File: src/rtl/uart_telemetria_tx.sv
// uart_telemetria_tx
//
// Sends a 5-byte status frame to the host over 8N1 UART on a send request.
// The frame is {HEADER, humidity high nibble, humidity low byte, flags/plant
// type, 8-bit additive checksum}. Bit timing is derived from clk.
//
// Ports:
//   clk         system clock
//   rst         synchronous reset, active-high
//   enviar      send request, accepted when not busy
//   humedad     12-bit humidity value, snapshotted on acceptance
//   tipoPlanta  4-bit plant type, snapshotted on acceptance
//   regar       watering-request flag, snapshotted on acceptance
//   activarB    pump-active flag, snapshotted on acceptance
//   tx          serial output, idle high, driven from a flop
//   ocupado     high while a frame is being shifted out
//   hecho       one-cycle pulse in the cycle after the last stop bit

module uart_telemetria_tx #(
    parameter int unsigned CLKS_PER_BIT = 5208,
    parameter logic [7:0]  HEADER       = 8'hA5
) (
    input  logic        clk,
    input  logic        rst,
    input  logic        enviar,
    input  logic [11:0] humedad,
    input  logic [3:0]  tipoPlanta,
    input  logic        regar,
    input  logic        activarB,
    output logic        tx,
    output logic        ocupado,
    output logic        hecho
);

    typedef enum logic [2:0] {
        StIdle,
        StStart,
        StData,
        StStop,
        StDone
    } state_e;

    localparam logic [15:0] LastTick = 16'(CLKS_PER_BIT - 1);

    state_e      state_q;
    logic [15:0] tick_q;
    logic [2:0]  bit_q;
    logic [2:0]  byte_q;
    logic        tx_q;
    logic        ocupado_q;
    logic        hecho_q;

    // Snapshot of the reported values, frozen for the whole frame.
    logic [11:0] hum_q;
    logic [3:0]  tipo_q;
    logic        regar_q;
    logic        bomba_q;

    logic [7:0]  b1;
    logic [7:0]  b2;
    logic [7:0]  b3;
    logic [7:0]  chk;
    logic [7:0]  cur_byte;
    logic [2:0]  next_bit;
    logic        bit_end;
    logic        accept;

    assign b1       = {4'h0, hum_q[11:8]};
    assign b2       = hum_q[7:0];
    assign b3       = {2'b00, regar_q, bomba_q, tipo_q};
    // 8-bit sum, carries out of bit 7 are dropped.
    assign chk      = HEADER + b1 + b2 + b3;
    assign next_bit = bit_q + 3'd1;
    assign bit_end  = (tick_q == LastTick);
    assign accept   = enviar && !ocupado_q;

    always_comb begin
        cur_byte = HEADER;
        case (byte_q)
            3'd0:    cur_byte = HEADER;
            3'd1:    cur_byte = b1;
            3'd2:    cur_byte = b2;
            3'd3:    cur_byte = b3;
            default: cur_byte = chk;
        endcase
    end

    always_ff @(posedge clk) begin
        if (rst) begin
            state_q   <= StIdle;
            tick_q    <= 16'd0;
            bit_q     <= 3'd0;
            byte_q    <= 3'd0;
            tx_q      <= 1'b1;
            ocupado_q <= 1'b0;
            hecho_q   <= 1'b0;
            hum_q     <= 12'd0;
            tipo_q    <= 4'd0;
            regar_q   <= 1'b0;
            bomba_q   <= 1'b0;
        end else begin
            hecho_q <= 1'b0;
            case (state_q)
                // The DONE cycle also accepts, so frames can run back-to-back.
                StIdle, StDone: begin
                    if (accept) begin
                        hum_q     <= humedad;
                        tipo_q    <= tipoPlanta;
                        regar_q   <= regar;
                        bomba_q   <= activarB;
                        state_q   <= StStart;
                        ocupado_q <= 1'b1;
                        tx_q      <= 1'b0;
                        tick_q    <= 16'd0;
                        bit_q     <= 3'd0;
                        byte_q    <= 3'd0;
                    end else begin
                        state_q <= StIdle;
                        tx_q    <= 1'b1;
                    end
                end

                StStart: begin
                    if (bit_end) begin
                        tick_q  <= 16'd0;
                        bit_q   <= 3'd0;
                        tx_q    <= cur_byte[0];
                        state_q <= StData;
                    end else begin
                        tick_q <= tick_q + 16'd1;
                    end
                end

                StData: begin
                    if (bit_end) begin
                        tick_q <= 16'd0;
                        if (bit_q == 3'd7) begin
                            tx_q    <= 1'b1;
                            state_q <= StStop;
                        end else begin
                            bit_q <= next_bit;
                            tx_q  <= cur_byte[next_bit];
                        end
                    end else begin
                        tick_q <= tick_q + 16'd1;
                    end
                end

                StStop: begin
                    if (bit_end) begin
                        tick_q <= 16'd0;
                        if (byte_q == 3'd4) begin
                            byte_q    <= 3'd0;
                            tx_q      <= 1'b1;
                            ocupado_q <= 1'b0;
                            hecho_q   <= 1'b1;
                            state_q   <= StDone;
                        end else begin
                            // Next start bit follows the stop bit directly.
                            byte_q  <= byte_q + 3'd1;
                            tx_q    <= 1'b0;
                            state_q <= StStart;
                        end
                    end else begin
                        tick_q <= tick_q + 16'd1;
                    end
                end

                default: begin
                    state_q   <= StIdle;
                    tx_q      <= 1'b1;
                    ocupado_q <= 1'b0;
                end
            endcase
        end
    end

    assign tx      = tx_q;
    assign ocupado = ocupado_q;
    assign hecho   = hecho_q;

endmodule

File: config.mk
export PLATFORM = sky130hd
export DESIGN_NAME = uart_telemetria_tx
export DESIGN_NICKNAME = d
export VERILOG_FILES = /design/src/rtl/uart_telemetria_tx.sv
export SDC_FILE = /design/constraint.sdc
export NUM_CORES = 1
export LEC_CHECK = 0
export CORE_MARGIN = 5
export CORE_UTILIZATION = 40
export DETAILED_ROUTE_END_ITERATION = 12
export HOLD_SLACK_MARGIN = 0.12
export PLACE_DENSITY = 0.59
export RECOVER_POWER = 25
export SLEW_MARGIN = 0
export SYNTH_ARGS = -nofsm -noshare
export SYNTH_HDL_FRONTEND = slang
export SYNTH_SLANG_ARGS = --single-unit
File: constraint.sdc
create_clock -name clk -period 3.2 [get_ports clk]
set_input_delay 0.32 -clock clk [delete_from_list [all_inputs] [get_ports clk]]
set_output_delay 0.32 -clock clk [all_outputs]
set_load 0.02 [all_outputs]
======== Yosys cells after proc, flatten, opt, wreduce, memory -nomap -nowiden ========
Index checks and enable logic that the tools add are counted.
word-level totals
  register bits after elaboration ......... 46
  bits of input ports ..................... 21
  output and inout port bits .............. 3
cells by class
  add/sub/neg operators ................... 6
  magnitude comparators ................... 1
  equal/unequal tests ..................... 17
  bitwise logic cells ..................... 3
  reductions and logical operators ........ 18
  muxes and demuxes ....................... 32
operators by type and width
  kind                                                        count
  two-way mux 3 bit                                           11
  two-way mux 16 bit                                          2
  case mux 16 bit (2 select lines)                            1
  case mux 8 bit (4 select lines)                             1
  adder 16 x 1 -> 16 bit, second input constant               1
  == test 16 x 13 -> 1 bit, second input constant             1
  inequality test 2 bit, second input constant                7
  == test 3 x 2 -> 1 bit, second input constant               4
  case mux 3 bit (4 select lines)                             1
  two-way mux 1 bit                                           11
  == test 3 bit, second input constant                        3
  case mux 3 bit (3 select lines)                             1
  adder 8 x 4 -> 8 bit, first input constant                  1
  adder 8 x 6 -> 8 bit                                        1
  adder 8 bit                                                 1
  AND reduction 4 bit                                         2
  adder 3 x 1 -> 3 bit, second input constant                 2
  == test 3 x 1 -> 1 bit, second input constant               2
  zero test 3 bit                                             2
  case mux 3 bit (2 select lines)                             1
  AND reduction 3 bit                                         2
  OR reduction 3 bit                                          2
  AND reduction 5 bit                                         1
  less-than comparator 3 x 4 -> 1 bit, second input constant  1
  other kinds (10)                                            15

======== Depth between registers and ports, before layout ========
Gate-level depths: netlist of the first run.
  depth after elaboration ................. 9
  mapped depth ............................ 12
  depth with buffers taken out ............ 12

======== Worst setup path after synthesis of the first run ========
No wires, ideal clock.
  path kind ............................... register to register
  start point ............................. register hum_q[1]
  end point ............................... register tx_q (netlist: tx)
  period minus slack after synthesis ...... 3.180 ns
  data required time ...................... 3.119 ns
  arrival ................................. 3.099 ns
  path slack .............................. 0.020 ns
  stages on the path, launching flop included .. 13
  cells stage by stage .................... dfxtp_1 > inv_1 > fa_1 > inv_1 > ha_1 > ha_1 > fa_1 > a21o_1 > a221oi_2 > xnor2_1 > a211o_1 > a211o_1 > a41oi_1
between the ends
  longest elaborated chain between the ends .. 8
RTL lines
  element                                    line  text
  start: declaration                         54    logic [11:0] hum_q;
  start signal: assignment                   107   hum_q <= humedad;
  adder 8 bit                                72    assign chk = HEADER + b1 + b2 + b3;
  adder 8 x 6 -> 8 bit                       72
  case mux 8 bit (4 select lines) *          79    case (byte_q)
  binary-select mux 1 bit (select 3 bit) *   142   tx_q <= cur_byte[next_bit];
  two-way mux 1 bit (not written as such) *  142
  two-way mux 1 bit *                        137   if (bit_q == 3'd7) begin
  two-way mux 1 bit *                        135   if (bit_end) begin
  case mux 1 bit (4 select lines) *          103   case (state_q)
  end signal: assignment                     127   tx_q <= cur_byte[0];
  end signal: assignment                     142
  end: declaration                           49    logic tx_q;
Every way passes the cells marked *; elsewhere a longest branch is shown, timed or not. The select of a mux whose other input is x is not followed.
A chain may end at the register's enable or synchronous reset.

======== Final worst setup path of the first run ========
Same ends and word-level chain as after synthesis.

==> metrics.md, run 1 <==
| Metric | Value |
|---|---|
| Syn_nets | `408` |
| Multi-input gate area | `1790 um2` |
| Sequential share of the synthesized area | `0.321` |
| Synth top area share | `0.321` |
| Initial Util | `0.418` |
| Peak supply drop | `0.179 mV` |
| Crit-path max FO | `2` |
| Switch Pwr | `0.339 mW` |
| Initial antenna violation count | `0` |
| Remaining Overflow, GRT | `0` |
| Unrepaired setup endpoints after global routing | `false` |
| Reg2reg end | `tx` |
| Top_reg_cell synth | `dfxtp_1` |
| R2R Setup Slk | `0.13 ns` |
| Final ANT Viol Nets | `0` |
| CTS Buf Count | `5` |
| Clock latency at the later pin of the worst-skew pair | `0.29 ns` |
| Startpoint class of the critical path | `register` |
| Share of cells above drive strength 1 | `0.0769` |
| Number of max-cap violations | `0` |
| Total power | `1.22 mW` |
| Met3 Track Usage GR | `0.0215` |
| CP max-delay cell | `fa_2` |
| Wirelength per Cell | `13.4 um` |
| # H-tree levels | `2` |
| Slew Limit Fails | `0` |
| Drt initial violations | `95` |
| Met1 Resource Use GR | `0.216` |
| Crit path from | `hum_q[1]` |
| Crit Path Class | `register to register` |
| Asr flop ratio synth | `0` |
| First-pass GRT wire length | `10800 um` |
| Post-Route Utilization | `0.482` |
| Crit path DAT | `3.29 ns` |
| Hold_ws | `~0.48 ns` |
| Critical path, cell by cell | `inv_1, fa_2, inv_1, ha_4, ha_4, fa_2, a21o_1, a221oi_2, xnor2_1, a211o_1, a211o_1, a41oi_2` |
| GR Util met2 | `0.235` |
| Mapped Avg Cell Area | `7.99 um2` |
| TritonRoute pass-1 iters | `4` |
| Worst path max stage delay | `around 0.56 ns` |
| Vias in the first global route | `2302` |
| Least-Margin Pin Slew | `~1.1 ns` |
| Min-delay src | `hum_q[8]` |
| Number of flops mapped to enable cells by yosys | `0` |
| Cell area after synthesis | `2870 um2` |
| Die ar. | `8970 um2` |
| Drc violations | `0` |
| CTS tree | `done` |
| Sequential cell area | `just over 900 um2` |
| Post-CTS Hold Fix Bufs | `0` |
| Worst min path class | `register to register` |
| Core ar. | `6870 um2` |
| NumNets Final | `427` |
| GPL Wtd Cong | `0.793` |
| WL final | `6340 um` |
| Status | `finished clean` |
| Rel. slew slack | `0.272` |
| Leak Pwr | `1.28 nW` |
| Internal power | `0.878 mW` |
| Clk slew on worst S/H paths | `0.08 ns` |
| R2R cell count | `12` |
| Via count | `2455` |
| Worst R2R Start | `hum_q[1]` |
| Max clock buf depth | `2` |
| Post-Syn Instances | `359` |
| Top post-synthesis cells by area | `dfxtp_1 (32%), ha_1 (10%), nand2_1 (7.5%)` |
| Switch share | `0.279` |
| PwrDens | `367 nW/um2` |
| Area delta synth->final | `15.5%` |
| Final period utilization | `0.960` |
| Clock sink count | `46` |
| CP Data Required Time | `3.42 ns` |
| Critical Path End | `tx` |
| Std-Cell Rows | `30` |
| Largest net degree at the start of global routing | `26` |
| # diodes | `0` |
| Yosys cell types | `55` |
| Most used routing layer | `met2` |
| Tmin final | `3.07 ns` |
| Top Ports | `24` |
| YS warnings | `0` |
| DR vias/cell | `5.19` |
| GRT Util Overall | `0.152` |
| PortBufs | `23` |
| Clock power share | `0.286` |
| Leading cell type in the layout, fill and taps excluded | `nand2_1` |
| Setup Skew | `0.00636 ns` |
| Root Driver | `clkbuf_8` |
| Top cell type by total area after synthesis | `dfxtp_1` |
| Seq cells post-synth | `46` |
| Combinational Power Share | `0.206` |
| Crit. End Element | `register` |
| DPL Wire Length | `between 4000 and 5000 um` |
| # fillers | `670` |
| Endpoints failing setup | `0` |
| Most frequent cells in the layout | `nand2_1 (57), dfxtp_1 (45), a21oi_1 (36)` |
| Die height | `94.7 um` |
| Fmax | `0.325 GHz` |
| Seq pwr share | `0.509` |
| Die X | `94.7 um` |
| Hold Violations, Final | `0` |
-- sequential cells by signal (all words and copies together), names as in the netlist --
name     flops
tick_q      16
hum_q       12
tipo_q       4
bit_q        3
byte_q       3
state_q      3
bomba_q      1
hecho        1
ocupado      1
regar_q      1
tx           1
-- worst min-delay path by stage --
stage           endpoint  slack, ns  cells past startpoint
2_1_floorplan   hum_q[0]       0.45                      2
3_3_place_gp   hum_q[10]       0.46                      2
3_5_place_dp    hum_q[2]       0.47                      2
4_1_cts         hum_q[2]       0.48                      2
5_1_grt        tipo_q[3]       0.49                      2
6_report        hum_q[8]       0.48                      2
-- cells by family (layout without fill, tap and decap cells) --
logic type                 Yosys count  in the layout  share of synthesized area
adders and majority gates           28             28                      0.133
AOI/OAI and AO/OA                   77             77                      0.175
buffers and inverters               50             68                     0.0698
xor gates and xnor gates            19             19                     0.0580
DFF                                 46             46                      0.321
muxes                                2              2                    0.00741
and+or+nand+nor                    137            137                      0.236
-- power by group through the flow --
stage          registers [mW]  logic [mW]  clock network, mW
2_1_floorplan           0.624       0.168                  0
3_3_place_gp            0.632       0.235                  0
3_5_place_dp            0.633       0.238                  0
4_1_cts                 0.620       0.241              0.368
5_1_grt                 0.623       0.288              0.388
6_report                0.619       0.250              0.348
-- worst max-delay path, delay by kind of cell, from the launching register on --
kind / cells / cell delay (ns)
adder cells (fa/ha/maj): 4 / 1.32
XOR/XNOR: 1 / 0.11
AO/OA/AOI/OAI: 5 / 1.12
flip-flops: 1 / 0.33
buffers and inverters: 2 / 0.11
-- stage by stage --
step | TNS [ns] | worst slack, ns | instance area [um2] | instances
floorplan | 0 | 0.0203 | 2870 | 359
global placement | -0.0527 | -0.0527 | 3190 | 466
detailed placement | -0.126 | -0.126 | 3190 | 466
CTS | 0 | 0.00331 | 3280 | 472
global route | 0 | 0.0311 | 3310 | 473
finish | 0 | 0.126 | 3310 | 473
-- cells in the mapped netlist, types with 4 or more instances --
cell / count
nor3_1: 9
inv_1: 31
nand4_1: 8
xnor2_1: 6
ha_1: 24
o21ai_0: 9
nand2_1: 57
nor2_1: 27
xor2_1: 13
a222oi_1: 4
dfxtp_1: 46
fa_1: 4
clkbuf_1: 11
a21oi_1: 36
nand3_1: 9
-- cell type report --
cell class	instances	area share
Clock buffer	6	0.0249
Inverter	31	0.0351
Multi-Input combinational cell	263	0.539
Sequential cell	46	0.278
Tap cell	96	0.0363
Timing Repair Buffer	31	0.0865
-- metal layers --
metal,part of all wire,vias to the layer above
met5,0,-
met4,0.0084,0
met1,0.51,1129
met2,0.44,37
li1,-,1285
met3,0.034,4
-- repair_timing --
item	CTS	global route
pin swaps	3	9
gates resized for setup	3	5
buffers inserted	0	1
setup endpoints to repair	1	1
No activity file was read; power rests on OpenSTA's default activity.
==> run 2: changes to the inputs <==
--- a/config.mk
+++ b/config.mk
@@ -5,7 +5,8 @@
 export SDC_FILE = /design/constraint.sdc
 export NUM_CORES = 1
 export LEC_CHECK = 0
-export CORE_MARGIN = 5
+export CAP_MARGIN = 30
+export CORE_MARGIN = 8
 export CORE_UTILIZATION = 40
 export DETAILED_ROUTE_END_ITERATION = 12
 export HOLD_SLACK_MARGIN = 0.12
==> run 2 against run 1 <==
Critical endpoint unchanged. First-iteration DRC count grew 28%. Clock-buffer cell count is 1 lower. Critical path depth is the same. Critical path type unchanged. Register-to-register slack lost 0.04 ns. Wire length up 6.8%. Largest power group unchanged. Die area rose by 13%.
==> metrics.md, run 2 (same netlist as run 1, synthesis figures left out) <==
| Metric | Value |
|---|---|
| Core ar. | `7100 um2 (was 6870 um2)` |
| # fillers | `713 (was 670)` |
| Status | `finished clean (unchanged)` |
| Via count | `2512 (was 2455)` |
| CP Data Required Time | `3.45 ns (was 3.42 ns)` |
| Most frequent cells in the layout | `nand2_1 (57), dfxtp_1 (45), a21oi_1 (36) (unchanged)` |
| Crit path from | `hum_q[1] (unchanged)` |
| Hold depth | `2 (unchanged)` |
| Worst R2R Start | `hum_q[1] (unchanged)` |
| Regs by FF count | `tick_q x16, hum_q x12, tipo_q x4 (unchanged)` |
| Number of max-cap violations | `0 (unchanged)` |
| Reg2reg end | `tx (unchanged)` |
| Die X | `101 um (was 94.7 um)` |
| Cell depth of the worst setup path | `12 (unchanged)` |
| Rel. slew slack | `0.266 (was 0.272)` |
| R2R cell count | `12 (unchanged)` |
| Peak supply drop | `0.240 mV (was 0.179 mV)` |
| Drt initial violations | `122 (was 95)` |
| Area delta synth->final | `16.0% (was 15.5%)` |
| Share of cells above drive strength 1 | `0.0844 (was 0.0769)` |
| Multi-input gate area | `1790 um2 (about the same)` |
| DR vias/cell | `5.26 (was 5.19)` |
| PnR worst setup slack | `0.0905 ns (was 0.126 ns)` |
| Setup Skew | `0.0124 ns (was 0.00636 ns)` |
| R2R Setup Slk | `0.09 ns (was 0.13 ns)` |
| Root Driver | `clkbuf_8 (unchanged)` |
| Initial Util | `0.404 (was 0.418)` |
| PwrDens | `377 nW/um2 (was 367 nW/um2)` |
| Remaining Overflow, GRT | `0 (unchanged)` |
| Crit Path Class | `register to register (unchanged)` |
| Top delay family on crit path | `adder cells (unchanged)` |
| Largest net degree at the start of global routing | `24 (was 26)` |
| Clk slew on worst S/H paths | `0.10 ns (was 0.08 ns)` |
| Worst min path class | `register to register (unchanged)` |
| Sequential cell area | `922 um2 (unchanged)` |
| GRT Util Overall | `0.141 (was 0.152)` |
| # diodes | `0 (unchanged)` |
| PortBufs | `23 (unchanged)` |
| Vias in the first global route | `2411 (was 2302)` |
| Max clock buf depth | `2 (unchanged)` |
| Std-Cell Rows | `31 (was 30)` |
| Setup bufs post-CTS | `0 (unchanged)` |
| Critical path, cell by cell | `inv_1, fa_2, inv_1, ha_4, ha_4, fa_2, a21o_1, a221oi_2, xnor2_1, a211o_1, a211o_1, a41oi_2 (unchanged)` |
| Crit. End Element | `register (unchanged)` |
| Hold Violations, Final | `0 (unchanged)` |
| GPL Wtd Cong | `0.828 (was 0.793)` |
| CP max-delay cell | `fa_2 (unchanged)` |
| Top reg by flops | `tick_q (unchanged)` |
| Post-CTS Hold Fix Bufs | `0 (unchanged)` |
| WL final | `6770 um (was 6340 um)` |
| Crit-path max FO | `2 (unchanged)` |
| # H-tree levels | `2 (unchanged)` |
| Worst path max stage delay | `0.55 ns (was 0.56 ns)` |
| Hold_ws | `0.475 ns (about the same)` |
| Tmin final | `3.11 ns (was 3.07 ns)` |
| Bufs and invs on worst path | `2 (unchanged)` |
| CTS tree | `done (unchanged)` |
| Die height | `101 um (was 94.7 um)` |
| Endpoints failing setup | `0 (unchanged)` |
| Least-Margin Pin Slew | `1.10 ns (was 1.09 ns)` |
| Clock sink count | `46 (unchanged)` |
| TritonRoute pass-1 iters | `5 (was 4)` |
| Initial antenna violation count | `0 (unchanged)` |
| CTS Buf Count | `5 (unchanged)` |
| Final ANT Viol Nets | `0 (unchanged)` |
| Wirelength per Cell | `14.2 um (was 13.4 um)` |
| Drc violations | `0 (unchanged)` |
| Leading cell type in the layout, fill and taps excluded | `nand2_1 (unchanged)` |
| NumNets Final | `427 (unchanged)` |
| DPL Wire Length | `4810 um (was 4580 um)` |
| First-pass GRT wire length | `11500 um (was 10800 um)` |
| Leak Pwr | `1.28 nW (about the same)` |
| Pre-CTS setup slack | `-0.0915 ns (was -0.126 ns)` |
| Max reg flops | `16 (unchanged)` |
| Die ar. | `10100 um2 (was 8970 um2)` |
| Final period utilization | `0.972 (was 0.960)` |
| Startpoint class of the critical path | `register (unchanged)` |
| Clock latency at the later pin of the worst-skew pair | `0.32 ns (was 0.29 ns)` |
| Slew Limit Fails | `0 (unchanged)` |
| Crit path DAT | `3.36 ns (was 3.29 ns)` |
| Critical Path End | `tx (unchanged)` |
| Fmax | `0.322 GHz (was 0.325 GHz)` |
| Top Ports | `24 (unchanged)` |
[run 2: final cells by class]
type	count	share of cell area
multi-input combinational	263	0.537
sequential	46	0.277
timing repair buffer	31	0.0861
tap	99	0.0372
inverter	31	0.0350
clock buffer	5	0.0207
clock inverter	3	0.00639
[run 2: per-stage QoR]
| step | total power [mW] | utilization | area, um2 | setup TNS, ns | cells |
|---|---|---|---|---|---|
| floorplan | 0.793 | - | 2870 | 0 | 359 |
| global placement | 0.871 | 0.451 | 3200 | -0.0415 | 470 |
| detailed placement | 0.874 | 0.451 | 3200 | -0.0915 | 470 |
| CTS | 1.25 | 0.464 | 3290 | 0 | 478 |
| global route | 1.32 | 0.469 | 3330 | -0.00772 | 478 |
| finish | 1.25 | 0.469 | 3330 | 0 | 478 |
[run 2: power by group]
group          leakage, nW  internal, mW  switching [mW]
sequential           0.374         0.594          0.0262
combinational        0.859         0.120           0.137
clock               0.0441         0.154           0.222
total                 1.28         0.868           0.386
[run 2: worst min path at each step]
stage	start	end	slack [ns]
2_1_floorplan	hum_q[0]	hum_q[0]	0.45
3_3_place_gp	hum_q[3]	hum_q[3]	0.46
3_5_place_dp	hum_q[2]	hum_q[2]	0.47
4_1_cts	hum_q[2]	hum_q[2]	0.48
5_1_grt	hum_q[6]	hum_q[6]	0.51
6_report	hum_q[2]	hum_q[2]	0.48
[run 2: worst min-delay path: cells and delay by family, from the launching register on]
kind	cells	cell delay (ns)
compound gates	1	0.05
flops	1	0.33
simple gates	1	0.06
[run 2: what timing repair did]
| item | 4_1_cts | 5_1_grt |
|---|---|---|
| cloned | 0 | 0 |
| gates resized for setup | 2 | 7 |
| pin swaps | 1 | 7 |
| endpoints found under the setup margin | 1 | 1 |
[run 2: layer usage]
| layer | vias up | wire length, um | global-route usage |
|---|---|---|---|
| li1 | 1278 | - | - |
| met4 | 0 | 42 | 0.0302 |
| met5 | - | 0 | 0 |
| met3 | 4 | 381 | 0.0380 |
| met2 | 59 | 2990 | 0.213 |
| met1 | 1171 | 3360 | 0.193 |
==> run 3: changes to the inputs <==
--- a/config.mk
+++ b/config.mk
@@ -10,6 +10,7 @@
 export CORE_UTILIZATION = 40
 export DETAILED_ROUTE_END_ITERATION = 12
 export HOLD_SLACK_MARGIN = 0.12
+export MAX_ROUTING_LAYER = met4
 export PLACE_DENSITY = 0.59
 export RECOVER_POWER = 25
 export SLEW_MARGIN = 0
==> run 3 against run 2 <==
Cell area unchanged. Clock skew down 0.0056 ns. Sequential power about the same. Register-to-register slack about the same. Clock-buffer cell count unchanged. Maximum frequency down 0.22%. Highest routed layer unchanged. Critical path type unchanged. Flip-flop and latch count unchanged. Die area unchanged. Sequential share of layout area unchanged. Final cell count unchanged. Non-clock buffer count unchanged.
==> metrics.md, run 3 (same netlist as run 1, synthesis figures left out) <==
| Metric | Value |
|---|---|
| Endpoints failing setup | `0 (unchanged)` |
| Setup TNS | `0 ns (unchanged)` |
| NumNets Final | `427 (unchanged)` |
| Clock latency at the later pin of the worst-skew pair | `0.31 ns (was 0.32 ns)` |
| Die height | `101 um (unchanged)` |
| Peak supply drop | `0.239 mV (was 0.240 mV)` |
| Final period utilization | `0.974 (was 0.972)` |
| Top reg by flops | `tick_q (unchanged)` |
| Crit Path Class | `register to register (unchanged)` |
| Startpoint class of the critical path | `register (unchanged)` |
| Core ar. | `7100 um2 (unchanged)` |
| Fmax | `0.321 GHz (was 0.322 GHz)` |
| Total power | `1.25 mW (about the same)` |
| Rel. slew slack | `0.277 (was 0.266)` |
| # diodes | `0 (unchanged)` |
| Drc violations | `0 (unchanged)` |
| Layout Cells excl Fill | `478 (unchanged)` |
| # fillers | `713 (unchanged)` |
| DPL Wire Length | `4810 um (unchanged)` |
| Hold Violations, Final | `0 (unchanged)` |
| Initial Util | `0.404 (unchanged)` |
| Wirelength per Cell | `14.1 um (was 14.2 um)` |
| Min-delay src | `hum_q[2] (unchanged)` |
| Post-CTS Hold Fix Bufs | `0 (unchanged)` |
| Max clock buf depth | `2 (unchanged)` |
| Die ar. | `10100 um2 (unchanged)` |
| Share of cells above drive strength 1 | `0.0844 (unchanged)` |
| Internal power | `0.868 mW (about the same)` |
| Bufs and invs on worst path | `2 (unchanged)` |
| Regs by FF count | `tick_q x16, hum_q x12, tipo_q x4 (unchanged)` |
| Top Ports | `24 (unchanged)` |
| WL final | `6730 um (was 6770 um)` |
| Leading cell type in the layout, fill and taps excluded | `nand2_1 (unchanged)` |
| GPL Wtd Cong | `0.840 (was 0.828)` |
| Remaining Overflow, GRT | `0 (unchanged)` |
| DR vias/cell | `5.26 (about the same)` |
| Setup Skew | `0.00676 ns (was 0.0124 ns)` |
| Worst path max stage delay | `0.55 ns (about the same)` |
| Clock sink count | `46 (unchanged)` |
| CTS Buf Count | `5 (unchanged)` |
| TritonRoute pass-1 iters | `4 (was 5)` |
| Vias in the first global route | `2411 (unchanged)` |
| Leak Pwr | `1.28 nW (unchanged)` |
| Max reg flops | `16 (unchanged)` |
| Switch share | `0.304 (was 0.308)` |
| Initial antenna violation count | `0 (unchanged)` |
| Combinational Power Share | `0.206 (was 0.205)` |
| Largest net degree at the start of global routing | `24 (unchanged)` |
| Switch Pwr | `0.378 mW (was 0.386 mW)` |
| Via count | `2515 (was 2512)` |
| First-pass GRT wire length | `11500 um (about the same)` |
| CP Data Required Time | `3.44 ns (was 3.45 ns)` |
| Tmin final | `3.12 ns (was 3.11 ns)` |
| Worst min path class | `register to register (unchanged)` |
| Number of max-cap violations | `0 (unchanged)` |
| Crit. End Element | `register (unchanged)` |
| Clock power share | `0.296 (was 0.300)` |
| Crit path from | `hum_q[1] (unchanged)` |
| Critical path, cell by cell | `inv_1, fa_2, inv_1, ha_4, ha_4, fa_2, a21o_1, a221oi_2, xnor2_1, a211o_1, a211o_1, a41oi_2 (unchanged)` |
| Slew Limit Fails | `0 (unchanged)` |
| Seq pwr share | `0.498 (was 0.495)` |
| Die X | `101 um (unchanged)` |
| Std-Cell Rows | `31 (unchanged)` |
| CTS tree | `done (unchanged)` |
| GRT Util Overall | `0.145 (was 0.141)` |
| Root Driver | `clkbuf_8 (unchanged)` |
| CP max-delay cell | `fa_2 (unchanged)` |
| Least-Margin Pin Slew | `1.09 ns (was 1.10 ns)` |
| Crit path DAT | `3.36 ns (about the same)` |
| PwrDens | `375 nW/um2 (was 377 nW/um2)` |
| Inst Count DP | `470 (unchanged)` |
| Setup bufs post-CTS | `0 (unchanged)` |
| Most frequent cells in the layout | `nand2_1 (57), dfxtp_1 (45), a21oi_1 (36) (unchanged)` |
| Final ANT Viol Nets | `0 (unchanged)` |
| PortBufs | `23 (unchanged)` |
| Multi-input gate area | `1790 um2 (unchanged)` |
| Area delta synth->final | `16.0% (unchanged)` |
| Crit-path max FO | `2 (unchanged)` |
| Worst R2R Start | `hum_q[1] (unchanged)` |
| Sequential cell area | `922 um2 (unchanged)` |
| Status | `finished clean (unchanged)` |
| Drt initial violations | `111 (was 122)` |
| Top delay family on crit path | `adder cells (unchanged)` |
| Clk slew on worst S/H paths | `0.09 ns (was 0.10 ns)` |
| # H-tree levels | `2 (unchanged)` |
## run 3: per-stage QoR
step / setup WS [ns] / cell area [um2] / hold slack (ns) / utilization
3_3_place_gp: -0.0415 / 3200 / 0.461 / 0.451
5_1_grt: -0.00772 / 3330 / 0.513 / 0.469
4_1_cts: 0.00264 / 3290 / 0.479 / 0.464
6_report: 0.0835 / 3330 / 0.474 / 0.469
3_5_place_dp: -0.0915 / 3200 / 0.466 / 0.451
2_1_floorplan: 0.0203 / 2870 / 0.449 / -
## run 3: repair_timing
action                     CTS  global route
pin swaps                    1             7
setup endpoints to repair    1             1
resized for setup            2             7
## run 3: final cells by class
cell class | count | area share
inverter | 31 | 0.0350
timing repair buffer | 31 | 0.0861
clock inverter | 3 | 0.00639
tap | 99 | 0.0372
clock buffer | 5 | 0.0207
multi-input combinational | 263 | 0.537
sequential | 46 | 0.277
## run 3: path summary, 6_finish.rpt
check,endpoint,slack [ns],depth (start not counted)
setup reg to reg,tx,0.08,12
setup / recovery,tx,0.08,12
hold reg to reg,hum_q[2],0.47,2
hold / removal,hum_q[2],0.47,2
## run 3: power groups by stage
stage	clock, mW	combinational (mW)	sequential, mW
2_1_floorplan	0	0.168	0.624
3_3_place_gp	0	0.239	0.632
3_5_place_dp	0	0.241	0.633
4_1_cts	0.382	0.245	0.620
5_1_grt	0.403	0.294	0.624
6_report	0.369	0.257	0.620
## run 3: per-layer routing
layer	routed length (um)	share of wire	global-route usage	up-vias
li1	-	-	-	1283
met5	0	0	-	-
met2	2980	0.44	0.213	65
met1	3330	0.50	0.194	1165
met3	391	0.058	0.0366	2
met4	27	0.0040	0.0302	0
## run 3: worst min-delay path: stages, from the launching register on
cell and delay, ns:
dfxtp_1 0.33, nand2_1 0.05, a21oi_1 0.05
